===== config.mk =====
export PLATFORM = sky130hd
export DESIGN_NAME = clk_phase_ctrl
export DESIGN_NICKNAME = d
export VERILOG_FILES = /design/src/rtl/clk_phase_ctrl.sv
export SDC_FILE = /design/constraint.sdc
export NUM_CORES = 1
export LEC_CHECK = 0
export CORE_MARGIN = 4
export CORE_UTILIZATION = 52
export CTS_BUF_LIST = sky130_fd_sc_hd__clkbuf_8
export DETAILED_ROUTE_END_ITERATION = 8
export MAX_ROUTING_LAYER = met4
export PLACE_DENSITY = 0.76
export SYNTH_ARGS = -nofsm -noshare
export SYNTH_HDL_FRONTEND = slang
export SYNTH_SLANG_ARGS = --single-unit

===== constraint.sdc =====
create_clock -name clk -period 4.4 [get_ports clk]
set_clock_uncertainty 0.05 [all_clocks]
set_input_delay 0.44 -clock clk [delete_from_list [all_inputs] [get_ports clk]]
set_output_delay 0.44 -clock clk [all_outputs]
set_load 0.005 [all_outputs]

===== src/rtl/clk_phase_ctrl.sv =====
// Quadrature clock generator with a glitch-free selectable phase output.
// Phase switches drain the old phase low, then wait for the new phase's low half.
module clk_phase_ctrl #(
   parameter int CW = 8
) (
   input  logic          clk,
   input  logic          rst,
   input  logic          en,
   input  logic [CW-1:0] div_val,
   input  logic          sel_req,
   input  logic [1:0]    sel_phase,
   output logic          ph_0,
   output logic          ph_90,
   output logic          ph_180,
   output logic          ph_270,
   output logic          ph_out,
   output logic [1:0]    cur_phase,
   output logic          sel_ack,
   output logic          busy
);

   typedef enum logic [1:0] {IDLE, RUN, DRAIN, ALIGN} state_t;

   state_t        state, state_nxt;
   logic [CW-1:0] cnt, cnt_nxt;
   logic [CW-1:0] div_lat, div_nxt;
   logic [1:0]    q, q_nxt;
   logic [1:0]    target, tgt_nxt;
   logic [1:0]    cur_nxt;
   logic          ack_nxt, busy_nxt;
   logic          ph0_nxt, ph90_nxt, run_nxt;
   logic          cnt_wrap, cur_level, tgt_low_start;
   logic [1:0]    tgt_low_q;

   assign cnt_wrap      = (cnt == div_lat);
   // First cycle of the target's low half: ph_out then stays low a full half period.
   assign tgt_low_q     = target + 2'd2;
   assign tgt_low_start = (q == tgt_low_q) && (cnt == '0);

   always_comb begin
      cur_level = 1'b0;
      case (cur_phase)
         2'd0: cur_level = ph_0;
         2'd1: cur_level = ph_90;
         2'd2: cur_level = ph_180;
         2'd3: cur_level = ph_270;
         default: cur_level = 1'b0;
      endcase
   end

   always_comb begin
      // NOTE: every signal gets a default before the case so no path can infer a latch.
      state_nxt = state;
      cnt_nxt   = cnt;
      q_nxt     = q;
      div_nxt   = div_lat;
      tgt_nxt   = target;
      cur_nxt   = cur_phase;
      ack_nxt   = 1'b0;
      busy_nxt  = busy;

      if (!en) begin
         state_nxt = IDLE;
         cnt_nxt   = '0;
         q_nxt     = 2'd0;
         busy_nxt  = 1'b0;
      end else if (state == IDLE) begin
         state_nxt = RUN;
         cnt_nxt   = '0;
         q_nxt     = 2'd0;
         div_nxt   = div_val;
      end else begin
         cnt_nxt = cnt_wrap ? '0 : cnt + CW'(1);
         if (cnt_wrap) begin
            q_nxt = q + 2'd1;
            if (q == 2'd3) div_nxt = div_val;
         end
         case (state)
            RUN: begin
               if (busy) begin
                  if (target == cur_phase) begin
                     ack_nxt  = 1'b1;
                     busy_nxt = 1'b0;
                  end else begin
                     state_nxt = DRAIN;
                  end
               end else if (sel_req) begin
                  tgt_nxt  = sel_phase;
                  busy_nxt = 1'b1;
               end
            end
            DRAIN: begin
               if (!cur_level) state_nxt = ALIGN;
            end
            ALIGN: begin
               if (tgt_low_start) begin
                  state_nxt = RUN;
                  cur_nxt   = target;
                  ack_nxt   = 1'b1;
                  busy_nxt  = 1'b0;
               end
            end
            default: state_nxt = IDLE;
         endcase
      end

      run_nxt  = (state_nxt != IDLE);
      ph0_nxt  = run_nxt && (q_nxt == 2'd0 || q_nxt == 2'd1);
      ph90_nxt = run_nxt && (q_nxt == 2'd1 || q_nxt == 2'd2);
   end

   always_ff @(posedge clk or posedge rst) begin
      if (rst) begin
         state     <= IDLE;
         cnt       <= '0;
         q         <= 2'd0;
         div_lat   <= '0;
         target    <= 2'd0;
         cur_phase <= 2'd0;
         sel_ack   <= 1'b0;
         busy      <= 1'b0;
         ph_0      <= 1'b0;
         ph_90     <= 1'b0;
         ph_180    <= 1'b0;
         ph_270    <= 1'b0;
      end else begin
         // NOTE: non-blocking assignments so every register samples pre-edge values.
         state     <= state_nxt;
         cnt       <= cnt_nxt;
         q         <= q_nxt;
         div_lat   <= div_nxt;
         target    <= tgt_nxt;
         cur_phase <= cur_nxt;
         sel_ack   <= ack_nxt;
         busy      <= busy_nxt;
         ph_0      <= ph0_nxt;
         ph_90     <= ph90_nxt;
         ph_180    <= run_nxt & ~ph0_nxt;
         ph_270    <= run_nxt & ~ph90_nxt;
      end
   end

   always_comb begin
      ph_out = 1'b0;
      if (state == RUN || state == DRAIN) ph_out = cur_level;
   end

endmodule

[Word level (Yosys, flattened, before mapping)]
Cells that the tools add are included.
Word-level totals
  register bits after elaboration: 30
  input port bits: 14
  output and inout bits: 9
  word-level logic and storage cells: 84
Operators by class
  add/sub/neg operators: 3
  equal/unequal tests: 15
  mux-type cells: 31
  bitwise logic cells: 6
  reductions and logical operators: 17
Operator list (number)
  8-bit 2-to-1 mux: 6
  2-bit 2-to-1 mux: 9
  2-bit equality test, second input constant: 6
  1-bit 2-to-1 mux: 12
  8-bit by 1-bit adder with 8-bit output, second input constant: 1
  8-bit equality test: 1
  8-bit zero test: 1
  2-bit by 1-bit equality test with 1-bit output, second input constant: 3
  2-bit zero test: 3
  2-bit one-hot mux with 3 select lines: 1
  3-bit AND reduction: 2
  2-bit nonzero test: 3
  5-bit AND reduction: 1
  2-bit equality test: 2
  1-bit inverter: 4
  1-bit one-hot mux with 2 select lines: 2
  1-bit one-hot mux with 4 select lines: 1
  4-bit AND reduction: 1
  1-bit logical AND: 3
  1-bit logical OR: 3
  3-bit by 1-bit inequality test with 1-bit output, second input constant: 1
  3-bit inequality test, second input constant: 1
  2-bit by 1-bit adder with 2-bit output, second input constant: 1
  2-bit adder, second input constant: 1
  2 further kinds: 3

[Logic depth before layout (Yosys ltp)]
Gate-level depths: netlist of the first run.
  depth after elaboration: 11
  gate-level depth with buffers: 9

[Least setup slack after synthesis of the first run]
No wires, ideal clock.
  path kind: reg-to-reg
  from: register cnt[2]
  to: register ph_180
  setup time: 0.082 ns
  data arrival time: 2.091 ns
  required time: 4.268 ns
  setup slack: 2.177 ns
  stages on the path, launching flop included: 10
  cell sequence: dfrtp_1 -> clkbuf_1 -> xnor2_1 -> and4_1 -> clkbuf_1 -> a21boi_0 -> o21a_1 -> ha_1 -> or3_1 -> a31oi_1
RTL lines
  from (decl): RTL line 25  | logic [CW-1:0] cnt, cnt_nxt;
  from (signal assigned): RTL line 129  | cnt <= cnt_nxt;
  8-bit equality test (*): RTL line 35  | assign cnt_wrap = (cnt == div_lat);
  2-bit 2-to-1 mux (*): RTL line 74  | if (cnt_wrap) begin
  2-bit 2-to-1 mux (*): RTL line 67  | end else if (state == IDLE) begin
  2-bit 2-to-1 mux (*): RTL line 62  | if (!en) begin
  net q_nxt[0]: RTL line 27  | logic [1:0] q, q_nxt;
  2-bit by 1-bit equality test with 1-bit output / 2-bit zero test (equally long branches): RTL line 108  | ph0_nxt = run_nxt && (q_nxt == 2'd0 || q_nxt == 2'd1);
  1-bit logical OR (*): RTL line 108
  1-bit logical AND (*): RTL line 108
  1-bit inverter (*): RTL line 138  | ph_180 <= run_nxt & ~ph0_nxt;
  1-bit bitwise AND (*): RTL line 138
  to (signal assigned): RTL line 138
  to (decl): RTL line 14  | output logic ph_180,
Mark *: on every way through the listed nets, which the timed path passes. The rest lies on a longest branch.
A chain may end at the register's enable or synchronous reset.

[Worst setup path in the final report of the first run]
  from: register state[1]
  to: register ph_180
On the way
  word-level cells in the longest chain between the ends: 9
Ends and longest elaborated chain
  from (decl): RTL line 24  | state_t state, state_nxt;
  from (signal assigned): RTL line 128  | state <= state_nxt;
  2-bit 2-to-1 mux: RTL line 81  | if (target == cur_phase) begin
  2-bit 2-to-1 mux: RTL line 80  | if (busy) begin
  2-bit one-hot mux with 3 select lines: RTL line 78  | case (state)
  2-bit 2-to-1 mux: RTL line 67
  2-bit 2-to-1 mux: RTL line 62
  2-bit nonzero test: RTL line 107  | run_nxt = (state_nxt != IDLE);
  1-bit logical AND: RTL line 108
  1-bit inverter: RTL line 138
  1-bit bitwise AND (*): RTL line 138
Every way passes the cells marked *; elsewhere a longest branch is shown, timed or not.

==> impl_metrics.csv, run 1 <==
group,metric,value,unit
critical_path,crit_buf_inv,1,
synthesis,synth-seq-cells,30,
synthesis,ys_types,44,
flow_run,maxCapViolations,0,
detailed_routing,route.detailed.drc,0,
critical_path,worst-endpoint-arrival,2.63,ns
power_and_ir_drop,ir_worst_vdd,184.0,uV
detailed_routing,first_pass_iters,4,
synthesis,netlist_instances,191,
synthesis,ys_warn_count,0,
critical_path,crit_slowest_cell,"ha_1",
synthesis,synth_area_leaders,"dfrtp_1 40%, ha_1 6.7%, xnor2_1 4.7%, nor3_1 4.0%, o311ai_0 3.7%",
detailed_routing,ant_nets,0,
synthesis,synth_top_area_cell,"dfrtp_1",
global_route,grt_pass1_vias,1577,
hold_path,hp-class,"reg -> reg",
clock_tree,cts_tree,"done",
sta,setup_viol,0,
critical_path,critPathKind,"reg -> reg",
detailed_routing,route.vias.total,1596,
global_route,grt_use_total,21.77,%
floorplanning,start_util,54.91,%
sta,finalCritPeriodShare,56.20,%
sta,final_max_slew_viol_count,0,
sta,maxSlewHeadroom,22.18,%
critical_path,end_kind,"flop",
sta,timing.final.crit_period,2.473,ns
cells_and_area,antenna_cells,0,
synthesis,synth-edff-count,0,
sta,rsz0062_at_grt,"false",
synthesis,synth_nets,215,
floorplanning,io_pins,23,
cells_and_area,fill_cells,308,
global_route,grt_max_degree,31,
global_route,antenna_found_initial,0,
place,dpl.hpwl,3.058,mm
clock_tree,clockBufferDepth,2,
clock_tree,numCtsBuffers,5,
floorplanning,core_region_area,0.003416,mm2
critical_path,cp_top_family,"simple AND/OR/NAND/NOR gates",
power_and_ir_drop,power_leakage,0.9205,nW
sta,fin_tns_setup,0,ns
detailed_routing,routed_wirelength,4.314,mm
sta,fin_hold_ws,0.5537,ns
place,io_buffers,22,
clock_tree,cts_sinks,30,
synthesis,syn_area,0.001876,mm2
clock_tree,clk_latency,0.29,ns
clock_tree,post_cts_buffers,0,
synthesis,ys_seq_area_share,40.03,%
detailed_routing,vias_per_cell,6.308,
cells_and_area,syn_to_final_growth,16.74,%
place,globalplace.congestion,0.8308,
cells_and_area,final_layout_size_suffix_gt1_share,7.246,%
clock_tree,cts-root-buf,"clkbuf_8",
clock_tree,cts.reportedPaths.clkPinSlew,0.06,ns
critical_path,required,4.56,ns
detailed_routing,drtIter0Drc,105,
clock_tree,ctsResizeCount,0,
synthesis,synth_common_cells,"30 x dfrtp_1, 15 x nor3_1, 14 x inv_1",
floorplanning,dieArea,0.004631,mm2
synthesis,yosys.area.top_type_share,40.03,%
power_and_ir_drop,powerDensity,334.6,mW/mm2
synthesis,synth_area_per_cell,9.820,um2
global_route,overflow,0,
sta,max_freq,0.4044,GHz
critical_path,timing.critical_path.from_type,"flop",
clock_tree,hold_buffers,0,
outcome,outcome,"complete, no violations",
critical_path,slowest_delay,0.45,ns
synthesis,synth_most_common_cell,"dfrtp_1",
floorplanning,die-height,68.06,um
synthesis,async_flop_share,100.0,%
clock_tree,h-tree-depth,2,
floorplanning,row_count,21,
detailed_routing,wl_per_cell,17.05,um
global_route,grt_pass1_wl,7.238,mm
cells_and_area,nets,232,
critical_path,path_common_cell,"ha_1",
critical_path,crit_path_max_fanout,23,
floorplanning,die_x,68.06,um
sta,worst_pin_slew,1.166,ns
critical_path,path_cells,"inv_1 > ha_1 > nor2b_1 > o21ai_0 > ha_1 > or3_1 > a31oi_1",
synthesis,ys.flop_type,"dfrtp_1",
sta,hold_viol,0,
cells_and_area,final_util,64.10,%
## per-stage QoR
step	total power [mW]	instances	instance area, um2	setup WS, ns
detailed placement	0.5151	247	2107	1.859
floorplan	0.4636	191	1876	2.177
global route	0.7731	253	2190	1.690
finish	0.7325	253	2190	1.927
CTS	0.7348	253	2190	1.938
global placement	0.5052	247	2107	1.944
## sequential cells by signal, indices dropped and copies added, names as in the netlist, 2 cells and up
register and flops:
q 2, div_lat 8, state 2, target 2, cur_phase 2, cnt 8
## cell type report
class	count	area, um2	area share, %
Multi-Input combinational cell	135	1026	46.86
Sequential cell	30	750.7	34.29
Timing Repair Buffer	22	220.2	10.06
Clock buffer	6	82.58	3.771
Tap cell	46	57.56	2.629
Inverter	14	52.55	2.400
## logic make-up (layout without fill, tap and decap cells)
logic type      Yosys count  count (layout)  synth area share [%]
simple gates             67              67                 21.15
compound gates           35              35                 14.48
flops                    30              30                 40.03
buf+inv                  26              42                 5.270
xor+xnor                 18              18                 8.406
fa+ha+maj                10              10                 6.671
mux                       5               5                 4.003
## worst paths after layout
check	slack [ns]	to	start	depth (start not counted)
setup / recovery	1.93	ph_180$_DFF_PP0_	state[1]$_DFF_PP0_	7
hold / removal	0.55	div_lat[1]$_DFFE_PP0P_	div_lat[1]$_DFFE_PP0P_	2
setup reg to reg	1.93	ph_180$_DFF_PP0_	state[1]$_DFF_PP0_	7
hold reg to reg	0.55	div_lat[1]$_DFFE_PP0P_	div_lat[1]$_DFFE_PP0P_	2
max in group asynchronous	2.88	cnt[0]$_DFF_PP0_	rst	2
min in group asynchronous	0.72	cur_phase[0]$_DFFE_PP0P_	rst	2
## placed cells by master (no fill, tap or decap), types with 2 or more instances in the layout
master,n
dfrtp_1,30
clkdlybuf4s50_1,22
nor3_1,15
inv_1,14
xnor2_1,10
nand4_1,10
ha_1,10
nand3_1,9
xor2_1,8
o311ai_0,8
a221oi_1,7
clkbuf_8,6
nor2_1,5
o21ai_0,5
nand2_1,4
and3_1,4
nand2b_1,3
a31oi_1,3
and2_1,3
or3_1,2
mux2_4,2
mux2_2,2
and4_1,2
a21boi_0,2
o21a_1,2
a21oi_1,2
## where the power goes
part	internal [mW]	switching, mW
registers	0.307	0.0360
logic	0.0833	0.0876
clock network	0.120	0.0982
total	0.511	0.222
## worst reg2reg max path: stages, from the launching register on
cell and delay (ns):
dfrtp_1 0.43, inv_1 0.10, ha_1 0.45, nor2b_1 0.45, o21ai_0 0.22, ha_1 0.23, or3_1 0.34, a31oi_1 0.14
## metal layers
| metal | global-route usage (%) | vias to the layer above | wire, um |
|---|---|---|---|
| li1 | - | 748 | - |
| met1 | 24.59 | 784 | 1801 |
| met2 | 37.18 | 48 | 2195 |
| met3 | 3.284 | 16 | 216 |
| met4 | 11.17 | 0 | 101 |
| met5 | - | - | 0 |
Power figures use the tool's default switching activity.
==> run 2: changes to the inputs <==
PLACE_DENSITY = 0.79   (was 0.76)
clock period = 2.1 ns   (was 4.4 ns; I/O delays follow)
==> run 2 against run 1 <==
Net effect:
- setup slack worse by 1.9 ns
- sequential share of layout area is 2.7 points lower
- utilization is 6.1 points higher
==> impl_metrics.csv, run 2 (same netlist as run 1, synthesis figures left out) <==
group,metric,value,unit
cells_and_area,reg.largest.list,"cnt x8, div_lat x8",
clock_tree,numCtsBuffers,5,
critical_path,critical_path.startpoint,"div_lat[4]$_DFFE_PP0P_",
clock_tree,cts_tree,"done",
critical_path,crit_path_end,"ph_180$_DFF_PP0_",
power_and_ir_drop,powerDensity,684.7,mW/mm2
sta,timing.final.crit_period,2.040,ns
cells_and_area,final_common_cell,"dfrtp_1",
critical_path,crit_cells,7,
global_route,grt_use_total,24.30,%
clock_tree,clockBufferDepth,2,
clock_tree,cts-root-buf,"clkbuf_8",
cells_and_area,layout_common_cells,"24 x dfrtp_1, 21 x clkdlybuf4s50_1, 15 x inv_1",
floorplanning,dieArea,0.004631,mm2
sta,final_max_slew_viol_count,0,
critical_path,cp_top_family,"simple AND/OR/NAND/NOR gates",
detailed_routing,route.vias.total,1672,
hold_path,hp-class,"in -> async",
outcome,outcome,"complete, no violations",
global_route,grt_pass1_vias,1750,
place,io_buffers,22,
cells_and_area,multi_input_area,0.001110,mm2
critical_path,crit_slowest_cell,"dfrtp_2",
sta,setup_viol,0,
critical_path,worst-endpoint-arrival,2.20,ns
critical_path,timing.critical_path.from_type,"flop",
critical_path,ff2ff_path_depth,7,
global_route,grt_max_degree,31,
critical_path,crit_buf_inv,0,
floorplanning,core_region_area,0.003416,mm2
floorplanning,die-height,68.06,um
cells_and_area,syn_to_final_growth,27.82,%
critical_path,crit_path_max_fanout,4,
power_and_ir_drop,ir_worst_vdd,584.8,uV
sta,worst_pin_slew,0.4009,ns
place,dpl.hpwl,3.295,mm
detailed_routing,drtIter0Drc,164,
cells_and_area,final_util,70.18,%
detailed_routing,wl_per_cell,17.84,um
global_route,antenna_found_initial,0,
detailed_routing,ant_nets,0,
floorplanning,start_util,54.91,%
floorplanning,io_pins,23,
power_and_ir_drop,power_leakage,1.063,nW
critical_path,reg2reg_to,"ph_180$_DFF_PP0_",
place,preCtsSetupSlack,0.01214,ns
sta,max_freq,0.4901,GHz
detailed_routing,route.detailed.drc,0,
sta,rsz0062_at_grt,"true",
flow_run,maxCapViolations,0,
critical_path,path_cells,"xnor2_2 > and4_4 > and3_1 > o21ai_1 > ha_1 > or3_1 > a31oi_1",
floorplanning,row_count,21,
detailed_routing,vias_per_cell,6.216,
floorplanning,die_x,68.06,um
global_route,grt_pass1_wl,8.059,mm
sta,finalCritPeriodShare,97.16,%
clock_tree,cts_sinks,30,
global_route,overflow,0,
place,place_area,0.002190,mm2
critical_path,r2r_setup_slack,0.06,ns
critical_path,end_kind,"flop",
detailed_routing,first_pass_iters,5,
clock_tree,h-tree-depth,2,
clock_tree,cts.reportedPaths.clkPinSlew,0.06,ns
critical_path,r2r_start,"div_lat[4]$_DFFE_PP0P_",
sta,setup_slack,0.05961,ns
sta,maxSlewHeadroom,73.28,%
place,globalplace.congestion,0.8461,
cells_and_area,nets,246,
critical_path,slowest_delay,0.44,ns
clock_tree,clk_latency,0.28,ns
sta,hold_viol,0,
critical_path,required,2.26,ns
cells_and_area,final_layout_size_suffix_gt1_share,21.97,%
cells_and_area,final-seq-area,758.2,um2
critical_path,critPathKind,"reg -> reg",
cells_and_area,antenna_cells,0,
detailed_routing,routed_wirelength,4.799,mm
cells_and_area,fill_cells,255,
cells_and_area,fin_area,0.002397,mm2
[run 2: cell types whose count changed in the layout (fill, tap and decap cells not counted), moves of 2 or more]
cell      previous run  this run
xnor2_1             10         3
buf_4                0        14
a21boi_0             2         0
xnor2_2              0         7
and4_1               2         0
dfrtp_2              0         6
and4_4               0         2
dfrtp_1             30        24
[run 2: metal layers]
| layer | global-route usage [%] | vias to the layer above | share of wire [%] | routed length, um |
|---|---|---|---|---|
| met5 | - | - | 0 | 0 |
| li1 | - | 776 | - | - |
| met3 | 5.911 | 19 | 5.4 | 257 |
| met2 | 40.07 | 66 | 53 | 2545 |
| met4 | 13.15 | 0 | 3.9 | 189 |
| met1 | 26.97 | 811 | 38 | 1806 |
[run 2: final cells by class]
type,count,share of cell area [%]
Timing Repair Buffer,36,13.67
Multi-Input combinational cell,135,46.29
Clock buffer,6,3.445
Tap cell,46,2.401
Clock inverter,2,0.3653
Sequential cell,30,31.63
Inverter,14,2.192
[run 2: repair_timing]
action,in CTS,in global routing
pin swaps,0,6
hold buffers,0,0
setup buffers,1,2
endpoints found under the setup margin,3,12
resized for setup,5,20
[run 2: worst min-delay path by stage]
stage                                   to                   start  slack [ns]
finish                   sel_ack$_DFF_PP0_                     rst        0.26
global route                q[1]$_DFF_PP0_                     rst        0.30
CTS                     state[1]$_DFF_PP0_                     rst        0.27
detailed placement  div_lat[6]$_DFFE_PP0P_  div_lat[6]$_DFFE_PP0P_        0.54
global placement    div_lat[0]$_DFFE_PP0P_  div_lat[0]$_DFFE_PP0P_        0.53
floorplan                 busy$_DFFE_PP0P_                     rst        0.25
[run 2: worst min-delay path, stage by stage]
cell             delay [ns]
clkdlybuf4s50_1        0.40
inv_1                  0.05
buf_4                  0.35
[run 2: per-stage QoR]
| stage | hold WS (ns) | TNS (ns) | total power [mW] | std cells |
|---|---|---|---|---|
| after floorplan | 0.2508 | 0 | 0.9724 | 191 |
| after global placement | 0.5283 | 0 | 1.073 | 258 |
| after detailed placement | 0.5403 | 0 | 1.098 | 258 |
| after CTS | 0.2686 | 0 | 1.586 | 267 |
| after global routing | 0.3002 | -0.2098 | 1.737 | 269 |
| final | 0.2608 | 0 | 1.642 | 269 |
[run 2: power breakdown]
| group | total [mW] | switching [mW] | internal [mW] |
|---|---|---|---|
| clock | 0.465 | 0.207 | 0.259 |
| sequential | 0.733 | 0.0885 | 0.645 |
| combinational | 0.443 | 0.216 | 0.227 |
